## config.mk

```make
export PLATFORM = sky130hd
export DESIGN_NAME = mem_port_arbiter_flat
export DESIGN_NICKNAME = d
export VERILOG_FILES = /design/src/rtl/mem_port_arbiter_if.sv /design/src/rtl/mem_port_arbiter.sv /design/src/flat_wrapper.sv
export SDC_FILE = /design/constraint.sdc
export NUM_CORES = 1
export LEC_CHECK = 0
export ABC_AREA = 1
export BUFFER_PORTS_ARGS = -buffer_cell sky130_fd_sc_hd__buf_4
export CORE_AREA = 2 2 110 133
export CTS_CLUSTER_DIAMETER = 150
export DETAILED_ROUTE_END_ITERATION = 7
export DIE_AREA = 0 0 112 135
export PLACE_DENSITY = 0.79
export SETUP_SLACK_MARGIN = 0.2
export SYNTH_ARGS = -nofsm -noshare
export SYNTH_HDL_FRONTEND = slang
export SYNTH_SLANG_ARGS = --single-unit
```

## constraint.sdc

```tcl
create_clock -name clk -period 3.5 [get_ports clk]
set_input_delay 0.175 -clock clk [delete_from_list [all_inputs] [get_ports clk]]
set_output_delay 0.175 -clock clk [all_outputs]
set_load 0.01 [all_outputs]
```

## src/rtl/mem_port_arbiter_if.sv

```systemverilog
// Signal bundle between the fetch/data requesters, the arbiter and the memory bus.
// Handshake: a requester raises *Req with stable address/data and holds it until its *Done
// pulse; the bus side sees busReq with stable fields until busAck (one cycle) or the arbiter times out.
interface mem_port_arbiter_if;
  logic        ifReq;
  logic [31:0] ifAddr;
  logic [31:0] ifRdata;
  logic        ifDone;
  logic        dReq;
  logic        dWrite;
  logic [31:0] dAddr;
  logic [31:0] dWdata;
  logic [1:0]  dMode;
  logic [31:0] dRdata;
  logic        dDone;
  logic        busReq;
  logic        busWrite;
  logic [31:0] busAddr;
  logic [31:0] busWdata;
  logic [1:0]  busMode;
  logic [31:0] busRdata;
  logic        busAck;
  logic        busErr;
  logic        ifStall;
  logic        dStall;

  modport slave (
    input  ifReq, ifAddr, dReq, dWrite, dAddr, dWdata, dMode, busRdata, busAck,
    output ifRdata, ifDone, dRdata, dDone, busReq, busWrite, busAddr, busWdata,
           busMode, busErr, ifStall, dStall
  );

  modport master (
    output ifReq, ifAddr, dReq, dWrite, dAddr, dWdata, dMode, busRdata, busAck,
    input  ifRdata, ifDone, dRdata, dDone, busReq, busWrite, busAddr, busWdata,
           busMode, busErr, ifStall, dStall
  );
endinterface

```

## src/rtl/mem_port_arbiter.sv

```systemverilog
// Two-requester (fetch/data) single-port memory arbiter with bus-wait timeout; state moves on negedge clk.
// Optional macro ARB_FAIR_EN: alternate grants when both requesters are pending.
module mem_port_arbiter #(
  parameter int TIMEOUT = 255
) (
  input  logic                 clk,
  input  logic                 rst_n,
  mem_port_arbiter_if.slave    port,
  output logic [1:0]           fsm_state
);

  typedef enum logic [1:0] {
    IDLE     = 2'd0,
    GRANT_IF = 2'd1,
    GRANT_D  = 2'd2,
    RESP     = 2'd3
  } state_t;

  localparam logic [7:0] WAIT_LAST = 8'(TIMEOUT - 1);

  state_t      state;
  state_t      state_nxt;
  logic [7:0]  wait_cnt;
  logic        owner_d;
  logic        err_q;
  logic [31:0] addr_q;
  logic [31:0] wdata_q;
  logic        write_q;
  logic [1:0]  mode_q;
  logic [31:0] if_rdata_q;
  logic [31:0] d_rdata_q;
  logic        in_grant;
  logic        timed_out;
  logic        pick_d;

  assign in_grant  = (state == GRANT_IF) || (state == GRANT_D);
  assign timed_out = in_grant && !port.busAck && (wait_cnt == WAIT_LAST);
  assign fsm_state = state;

`ifdef ARB_FAIR_EN
  logic last_was_d;

  // Fetch wins a tie only right after a data grant.
  assign pick_d = port.dReq && !(port.ifReq && last_was_d);

  always_ff @(negedge clk or negedge rst_n) begin
    if (!rst_n) begin
      last_was_d <= 1'b0;
    end else if (state == IDLE) begin
      if (state_nxt == GRANT_D)       last_was_d <= 1'b1;
      else if (state_nxt == GRANT_IF) last_was_d <= 1'b0;
    end
  end
`else
  assign pick_d = port.dReq;
`endif

  always_ff @(negedge clk or negedge rst_n) begin
    if (!rst_n) state <= IDLE;
    else        state <= state_nxt;
  end

  always_comb begin
    state_nxt = state;
    case (state)
      IDLE: begin
        if (pick_d)           state_nxt = GRANT_D;
        else if (port.ifReq)  state_nxt = GRANT_IF;
      end
      GRANT_IF, GRANT_D: begin
        if (port.busAck || timed_out) state_nxt = RESP;
      end
      RESP:    state_nxt = IDLE;
      default: state_nxt = IDLE;
    endcase
  end

  always_ff @(negedge clk or negedge rst_n) begin
    if (!rst_n) begin
      addr_q     <= '0;
      wdata_q    <= '0;
      write_q    <= 1'b0;
      mode_q     <= '0;
      owner_d    <= 1'b0;
      err_q      <= 1'b0;
      wait_cnt   <= '0;
      if_rdata_q <= '0;
      d_rdata_q  <= '0;
    end else begin
      case (state)
        IDLE: begin
          if (state_nxt == GRANT_D) begin
            addr_q   <= port.dAddr;
            wdata_q  <= port.dWdata;
            write_q  <= port.dWrite;
            mode_q   <= port.dMode;
            owner_d  <= 1'b1;
            err_q    <= 1'b0;
            wait_cnt <= '0;
          end else if (state_nxt == GRANT_IF) begin
            addr_q   <= port.ifAddr;
            wdata_q  <= '0;
            write_q  <= 1'b0;
            mode_q   <= 2'b10;
            owner_d  <= 1'b0;
            err_q    <= 1'b0;
            wait_cnt <= '0;
          end
        end
        GRANT_IF, GRANT_D: begin
          if (port.busAck) begin
            if (!owner_d)      if_rdata_q <= port.busRdata;
            else if (!write_q) d_rdata_q  <= port.busRdata;
          end else begin
            wait_cnt <= wait_cnt + 8'd1;
            // An aborted read returns zero; an aborted store keeps dRdata untouched.
            if (timed_out) begin
              err_q <= 1'b1;
              if (!owner_d)      if_rdata_q <= '0;
              else if (!write_q) d_rdata_q  <= '0;
            end
          end
        end
        default: ;
      endcase
    end
  end

  always_comb begin
    port.busReq   = in_grant;
    port.busWrite = write_q;
    port.busAddr  = addr_q;
    port.busWdata = wdata_q;
    port.busMode  = mode_q;
    port.ifRdata  = if_rdata_q;
    port.dRdata   = d_rdata_q;
    port.ifDone   = (state == RESP) && !owner_d;
    port.dDone    = (state == RESP) && owner_d;
    port.busErr   = (state == RESP) && err_q;
    port.ifStall  = port.ifReq && !port.ifDone;
    port.dStall   = port.dReq && !port.dDone;
  end

endmodule
```

## src/flat_wrapper.sv

```systemverilog
// flat-port wrapper written by rule: the top's interface ports become plain ports
module mem_port_arbiter_flat 
#(
  parameter int TIMEOUT = 255
)
  (clk, rst_n, fsm_state, port_ifReq, port_ifAddr, port_dReq, port_dWrite, port_dAddr, port_dWdata, port_dMode, port_busRdata, port_busAck, port_ifRdata, port_ifDone, port_dRdata, port_dDone, port_busReq, port_busWrite, port_busAddr, port_busWdata, port_busMode, port_busErr, port_ifStall, port_dStall);
  mem_port_arbiter_if port_i ();
  input  logic clk;
  input  logic rst_n;
  output logic [1:0] fsm_state;
  input wire logic [$bits(port_i.ifReq)-1:0] port_ifReq;
  input wire logic [$bits(port_i.ifAddr)-1:0] port_ifAddr;
  input wire logic [$bits(port_i.dReq)-1:0] port_dReq;
  input wire logic [$bits(port_i.dWrite)-1:0] port_dWrite;
  input wire logic [$bits(port_i.dAddr)-1:0] port_dAddr;
  input wire logic [$bits(port_i.dWdata)-1:0] port_dWdata;
  input wire logic [$bits(port_i.dMode)-1:0] port_dMode;
  input wire logic [$bits(port_i.busRdata)-1:0] port_busRdata;
  input wire logic [$bits(port_i.busAck)-1:0] port_busAck;
  output wire logic [$bits(port_i.ifRdata)-1:0] port_ifRdata;
  output wire logic [$bits(port_i.ifDone)-1:0] port_ifDone;
  output wire logic [$bits(port_i.dRdata)-1:0] port_dRdata;
  output wire logic [$bits(port_i.dDone)-1:0] port_dDone;
  output wire logic [$bits(port_i.busReq)-1:0] port_busReq;
  output wire logic [$bits(port_i.busWrite)-1:0] port_busWrite;
  output wire logic [$bits(port_i.busAddr)-1:0] port_busAddr;
  output wire logic [$bits(port_i.busWdata)-1:0] port_busWdata;
  output wire logic [$bits(port_i.busMode)-1:0] port_busMode;
  output wire logic [$bits(port_i.busErr)-1:0] port_busErr;
  output wire logic [$bits(port_i.ifStall)-1:0] port_ifStall;
  output wire logic [$bits(port_i.dStall)-1:0] port_dStall;
  assign port_i.ifReq = port_ifReq;
  assign port_i.ifAddr = port_ifAddr;
  assign port_i.dReq = port_dReq;
  assign port_i.dWrite = port_dWrite;
  assign port_i.dAddr = port_dAddr;
  assign port_i.dWdata = port_dWdata;
  assign port_i.dMode = port_dMode;
  assign port_i.busRdata = port_busRdata;
  assign port_i.busAck = port_busAck;
  assign port_ifRdata = port_i.ifRdata;
  assign port_ifDone = port_i.ifDone;
  assign port_dRdata = port_i.dRdata;
  assign port_dDone = port_i.dDone;
  assign port_busReq = port_i.busReq;
  assign port_busWrite = port_i.busWrite;
  assign port_busAddr = port_i.busAddr;
  assign port_busWdata = port_i.busWdata;
  assign port_busMode = port_i.busMode;
  assign port_busErr = port_i.busErr;
  assign port_ifStall = port_i.ifStall;
  assign port_dStall = port_i.dStall;
  mem_port_arbiter #(.TIMEOUT(TIMEOUT)) u_core (.clk(clk), .rst_n(rst_n), .port(port_i), .fsm_state(fsm_state));
endmodule
```

==> key figures, run 1 <==
Drt
  • TritonRoute pass-1 iters: 6
  • DRT iter0 DRCs: 510
  • DR vias/cell: 5.38
  • Routed wire length: 20.5 mm
  • Via count: 6138
  • Post-DR wirelength/cell: 18.0 microns
  • # DRC: 0
  • DRT antenna net count: 0

Synthesis
  • EDFF count, synth: 0
  • Post-synth top area share: 58.4%
  • Yosys warns: 0
  • Yosys reg bits: 143
  • Mapped Cells: 661
  • Sequential share of the synthesized area: 58.4%
  • Synth Net Count: 805
  • Yosys cell types: 27
  • Count leader, synth: nand2_1
  • Leading area contributor after synthesis: dfrtn_1
  • Synthesized cell area: 6130 sq um
  • Mean Syn Cell Area: 9.27 sq um
  • Top post-synthesis cells by count: nand2_1 (192), dfrtn_1 (143), o21ai_0 (68)
  • FFs w/ async S/R, synth: 100%
  • Main flop type after synthesis: dfrtn_1
  • Dominant cells by area after synthesis: dfrtn_1 (58%), nand2_1 (12%), o21ai_0 (5.6%)

Timing
  • Hold WS: 0.418 ns
  • RSZ-0062 raised after global routing: true
  • Final worst slack: 0.113 ns
  • Worst Skew: 0.0102 ns
  • Hold Fails Final Rpt: 0
  • Final Max Tran Viols: 0
  • Rel. slew slack: 55.0%
  • Setup-failing EPs final: 0
  • Worst slew pin tran: 0.675 ns

CTS
  • CTS max path bufs: 2
  • CTS Hold Bufs: 0
  • CTS Root Cell: clkbuf_16
  • H-tree depth: 4
  • CTS Buf Count: 17
  • CTS tree: done
  • Total clock sinks: 143
  • Clk pin slew, worst setup/hold paths: 0.05 ns
  • Worst-Skew Late Latency: 0.40 ns

GRT
  • Vias in the first global route: 5925
  • Largest net degree at the start of global routing: 66
  • Wire length of the first global-routing pass: 29.6 mm
  • Initial antenna violation count: 0
  • Total gr overflow: 0
  • Total track usage: 24.6%

Placed design
  • Gpl congestion: 0.836
  • Post-Place Worst Slack: -0.285 ns
  • Placed wire-length estimate after detailed placement: 13.1 mm
  • Buffers on Ports: 274

Floorplanning
  • I/O pins: 275
  • DIE HEIGHT: 135 microns
  • Starting Density: 44.5%
  • Die Wd: 112 microns
  • Floorplan core area: 13800 sq um
  • Num rows: 47
  • Die area: 15100 sq um

Finish
  • Antenna diode count: 0
  • Register area: 3580 sq um
  • Final #Nets: 1100
  • Share of layout cells above drive strength 1: 39.9%
  • Layout area overhead: 56.5%
  • Footprint of the multi-input gates: 2350 sq um
  • Layout filler cell count: 1076
  • Core Util, Final: 69.7%

Power and ir drop
  • Leak: 5.06 nW
  • Maximum VDD drop: 0.000532 V
  • PD cells: 1070 nW/um^2

Outcome
  • Run status: finished, final reports clean

Worst setup path
  • Crit path kind: in -> reg
  • Critical Path End Type: register
  • Critical path cell sequence: buf_12 > inv_16 > nand2_4 > nor2_4 > nand2_4 > nand2_4 > nand2_4 > a21oi_4 > ha_4 > nor2_4 > buf_12 > inv_8 > buf_12 > a22o_1
  • WP data arrival: 1.88 ns
  • Slowest CP cell: ha_4
  • Slowest cell delay on critical path: 0.23 ns
  • CP startpoint kind: input port
  • Required @ worst endpoint: 1.99 ns
  • Most used cell, CP: nand2_4
  • CP Max Fanout: 8

Hold path
  • Min-delay worst type: reg -> reg

Run
  • Max Cap Violations: 0
-- final cells by class --
cell class	instances	area share, %
well taps	171	2.23
inverters	27	1.38
multi-input cells	447	24.5
repair inverters	1	0.117
repair buffers	319	28.2
flip-flops and latches	143	37.3
clock inverters	14	1.79
clock buffers	18	4.48
-- placed cells by master, fill, tap and decap left out, types with 4 or more instances in the layout --
cell,netlist,final
o21ai_0,68,27
o21ai_1,5,43
nand2_4,0,4
nor2_1,44,41
inv_8,0,5
buf_4,1,293
nand3_1,46,44
ha_1,8,5
inv_1,20,16
inv_6,0,4
nand4_1,33,33
buf_6,6,5
clkbuf_16,0,24
inv_2,6,8
buf_12,0,10
dfrtn_1,143,143
nand2_1,192,189
a22o_1,34,34
-- critical path: cells and delay by family --
family | cells | cell delay (ns)
fa+ha+maj | 1 | 0.23
compound gates | 2 | 0.42
simple gates | 6 | 0.52
buf+inv | 5 | 0.50
-- cells by family after synthesis --
kind of cell / share of synthesized area [%]
simple gates: 22.9
fa+ha+maj: 1.63
buf+inv: 5.37
compound gates: 11.7
flops: 58.4
-- metal layers --
metal	part of all wire [%]	wire [microns]	track usage, %	vias up
met5	0	0	0	-
met1	38	7820	30.1	2931
met2	50	10200	41.5	342
li1	-	-	-	2811
met3	8.7	1780	6.82	54
met4	3.4	694	9.55	0
-- path summary, 6_finish.rpt --
kind	cells past startpoint	end	slack [ns]	startpoint
max	14	u_core.port.busWdata[17]$_DFFE_NN0P_	0.11	port_busAck
min	2	u_core.port.dRdata[16]$_DFFE_NN0P_	0.42	u_core.port.dRdata[16]$_DFFE_NN0P_
max reg2reg	15	u_core.port.busWdata[17]$_DFFE_NN0P_	0.36	u_core.fsm_state[0]$_DFF_NN0_
min reg2reg	2	u_core.port.dRdata[16]$_DFFE_NN0P_	0.42	u_core.port.dRdata[16]$_DFFE_NN0P_
max in group asynchronous	2	u_core.port.busWdata[24]$_DFFE_NN0P_	1.47	rst_n
min in group asynchronous	1	u_core.port.dRdata[10]$_DFFE_NN0P_	1.34	rst_n
-- where the power goes --
group / switching (mW) / internal [mW] / total [mW]
registers: 0.423 / 2.42 / 2.84
clock network: 0.787 / 1.08 / 1.87
logic: 2.95 / 2.59 / 5.54
total: 4.16 / 6.09 / 10.2
-- what timing repair did --
item | CTS | global route
pin swaps | 1 | 36
resized for setup | 8 | 80
cloned | 2 | 11
setup endpoints to repair | 36 | 79
setup buffers | 3 | 7
-- sequential cells by signal, indices dropped and copies added, names as in the netlist --
name and flops:
u_core.port.dRdata 32, u_core.port.busWdata 32, u_core.wait_cnt 8, u_core.fsm_state 2, u_core.port.ifRdata 32, u_core.port.busWrite 1
u_core.err_q 1, u_core.port.busMode 2, u_core.owner_d 1, u_core.port.busAddr 32
-- through the flow --
step | std cells | power (mW) | setup TNS (ns) | instance area (sq um)
after floorplan | 661 | 5.30 | -0.266 | 6190
after global placement | 1085 | 7.12 | -11.66 | 8450
after detailed placement | 1085 | 7.25 | -13.71 | 8450
after CTS | 1122 | 9.32 | 0 | 9150
after global routing | 1140 | 10.9 | 0 | 9590
final | 1140 | 10.2 | 0 | 9590
(Power assumes the default switching activity.)
==> inputs of run 2 (changes only) <==
- MAX_ROUTING_LAYER: not set -> met4
==> key figures, run 2 (same netlist as run 1, synthesis figures left out) <==
CTS
  • CTS max path bufs: 2 (unchanged)
  • Clk pin slew, worst setup/hold paths: 0.05 ns (about the same)
  • H-tree depth: 4 (unchanged)
  • CTS Root Cell: clkbuf_16 (unchanged)
  • Worst-Skew Late Latency: 0.40 ns (about the same)
  • Total clock sinks: 143 (unchanged)
  • CTS Buf Count: 17 (unchanged)
  • CTS tree: done (unchanged)

Floorplanning
  • I/O pins: 275 (unchanged)
  • DIE HEIGHT: 135 microns (unchanged)
  • Floorplan core area: 13800 sq um (unchanged)
  • Num rows: 47 (unchanged)
  • Die area: 15100 sq um (unchanged)
  • Die Wd: 112 microns (unchanged)
  • Starting Density: 44.5% (unchanged)

Worst setup path
  • Critical path cell sequence: buf_12 > inv_16 > nand2_4 > nor2_4 > nand2_4 > nand2_4 > nand2_4 > a21oi_4 > ha_4 > nor2_4 > buf_12 > inv_8 > buf_12 > a22o_1 (unchanged)
  • Critical Path End Type: register (unchanged)
  • Required @ worst endpoint: 1.99 ns (about the same)
  • WP data arrival: 1.86 ns (was 1.88 ns)
  • CP Max Fanout: 6 (was 8)
  • Most used cell, CP: nand2_4 (unchanged)
  • Cell family with most CP delay: simple AND/OR/NAND/NOR gates (unchanged)
  • CP startpoint kind: input port (unchanged)
  • Crit path kind: in -> reg (unchanged)
  • Slowest cell delay on critical path: 0.23 ns (about the same)
  • Crit path buffers/inverters: 5 (unchanged)
  • Slowest CP cell: ha_4 (unchanged)

Placed design
  • Buffers on Ports: 274 (unchanged)
  • Gpl congestion: 0.849 (was 0.836)
  • Post-Place Worst Slack: -0.285 ns (unchanged)
  • Cell total after placement: 1085 (unchanged)
  • Placed wire-length estimate after detailed placement: 13.1 mm (unchanged)

Timing
  • Hold Fails Final Rpt: 0 (unchanged)
  • Worst slew pin tran: 0.677 ns (was 0.675 ns)
  • Worst Skew: 0.0134 ns (was 0.0102 ns)
  • Final worst slack: 0.135 ns (was 0.113 ns)
  • Rel. slew slack: 54.9% (was 55.0%)
  • Final Max Tran Viols: 0 (unchanged)
  • Setup TNS: 0 ns (unchanged)
  • Setup-failing EPs final: 0 (unchanged)
  • RSZ-0062 raised after global routing: true (unchanged)

Finish
  • Share of layout cells above drive strength 1: 40.7% (was 39.9%)
  • Register area: 3580 sq um (unchanged)
  • Layout area overhead: 56.9% (was 56.5%)
  • Commonest non-fill, non-tap cell in the layout: buf_4 (unchanged)
  • Non-filler cells, final: 1140 (unchanged)
  • Layout filler cell count: 1081 (was 1076)
  • Final #Nets: 1100 (unchanged)
  • Most frequent cells in the layout: buf_4 (293), nand2_1 (189), dfrtn_1 (143), nand3_1 (44), o21ai_1 (44) (was buf_4 (293), nand2_1 (189), dfrtn_1 (143), nand3_1 (44), o21ai_1 (43))
  • Footprint of the multi-input gates: 2370 sq um (was 2350 sq um)
  • Antenna diode count: 0 (unchanged)

Drt
  • DR vias/cell: 5.38 (about the same)
  • Via count: 6135 (was 6138)
  • Routed wire length: 20.6 mm (was 20.5 mm)
  • DRT iter0 DRCs: 564 (was 510)
  • TritonRoute pass-1 iters: 5 (was 6)
  • Post-DR wirelength/cell: 18.0 microns (about the same)
  • DRT antenna net count: 0 (unchanged)
  • # DRC: 0 (unchanged)

Hold path
  • Min-delay worst type: reg -> reg (unchanged)

Power and ir drop
  • Clock network power share: 18.1% (was 18.2%)
  • Combinational power share: 54.3% (was 54.1%)
  • Leak: 5.06 nW (about the same)
  • Reg power frac: 27.6% (was 27.7%)
  • Power Internal: 6.11 mW (was 6.09 mW)
  • Net Switching: 4.19 mW (was 4.16 mW)
  • Switch share: 40.7% (was 40.6%)
  • PD cells: 1070 nW/um^2 (about the same)
  • Maximum VDD drop: 0.000532 V (about the same)

GRT
  • Largest net degree at the start of global routing: 66 (unchanged)
  • Total track usage: 25.3% (was 24.6%)
  • Wire length of the first global-routing pass: 29.5 mm (was 29.6 mm)
  • Initial antenna violation count: 0 (unchanged)
  • Total gr overflow: 0 (unchanged)
  • Vias in the first global route: 5917 (was 5925)

Outcome
  • Run status: finished, final reports clean (unchanged)

Run
  • Max Cap Violations: 0 (unchanged)
-- run 2: power groups by stage --
stage,logic [mW],clock network (mW),registers [mW]
after floorplan,2.21,0,3.09
after CTS,4.60,1.89,2.83
after detailed placement,4.41,0,2.84
after global routing,6.05,1.96,2.92
final,5.60,1.86,2.85
after global placement,4.29,0,2.83
-- run 2: path summary, 6_finish.rpt --
kind | from | end | slack [ns] | depth (start not counted)
min | u_core.port.dRdata[16]$_DFFE_NN0P_ | u_core.port.dRdata[16]$_DFFE_NN0P_ | 0.42 | 2
min in group asynchronous | rst_n | u_core.port.dRdata[9]$_DFFE_NN0P_ | 1.35 | 1
max in group asynchronous | rst_n | u_core.port.busWdata[6]$_DFFE_NN0P_ | 1.47 | 2
min reg2reg | u_core.port.dRdata[16]$_DFFE_NN0P_ | u_core.port.dRdata[16]$_DFFE_NN0P_ | 0.42 | 2
max reg2reg | u_core.fsm_state[0]$_DFF_NN0_ | u_core.port.busWdata[7]$_DFFE_NN0P_ | 0.40 | 15
max | port_busAck | u_core.port.busWdata[7]$_DFFE_NN0P_ | 0.14 | 14
-- run 2: layer usage --
metal	vias to the layer above	wire length, microns	global-route usage (%)
met2	311	10300	41.6
met5	-	0	-
met1	2964	7940	30.3
met3	49	1710	6.01
li1	2811	-	-
met4	0	653	9.96
-- run 2: timing repair --
| action | CTS | global route |
|---|---|---|
| buffers inserted | 3 | 7 |
| setup endpoints to repair | 36 | 79 |
| gates resized for setup | 8 | 94 |
| hold buffers | 0 | 0 |
| pin swaps | 1 | 41 |
| cloned | 2 | 11 |
-- run 2: cell type report --
cell class	instances	share of cell area (%)
sequential	143	37.2
timing repair buffer	319	28.2
multi-input combinational	447	24.7
clock buffer	18	4.46
tap	171	2.23
clock inverter	14	1.78
inverter	27	1.35
timing repair inverter	1	0.117
-- run 2: tightest hold or removal path: cells and delay by family, from the launching register on --
kind | cells | cell delay, ns
AND/OR/NAND/NOR | 2 | 0.10
flip-flops | 1 | 0.40
-- run 2: stage by stage --
| step | hold slack, ns | power [mW] | area [sq um] | util (%) |
|---|---|---|---|---|
| floorplan | 0.437 | 5.30 | 6190 | - |
| detailed placement | 0.420 | 7.25 | 8450 | 61.4 |
| global route | 0.432 | 10.9 | 9610 | 69.9 |
| finish | 0.417 | 10.3 | 9610 | 69.9 |
| CTS | 0.421 | 9.32 | 9150 | 66.5 |
| global placement | 0.415 | 7.12 | 8450 | 61.4 |
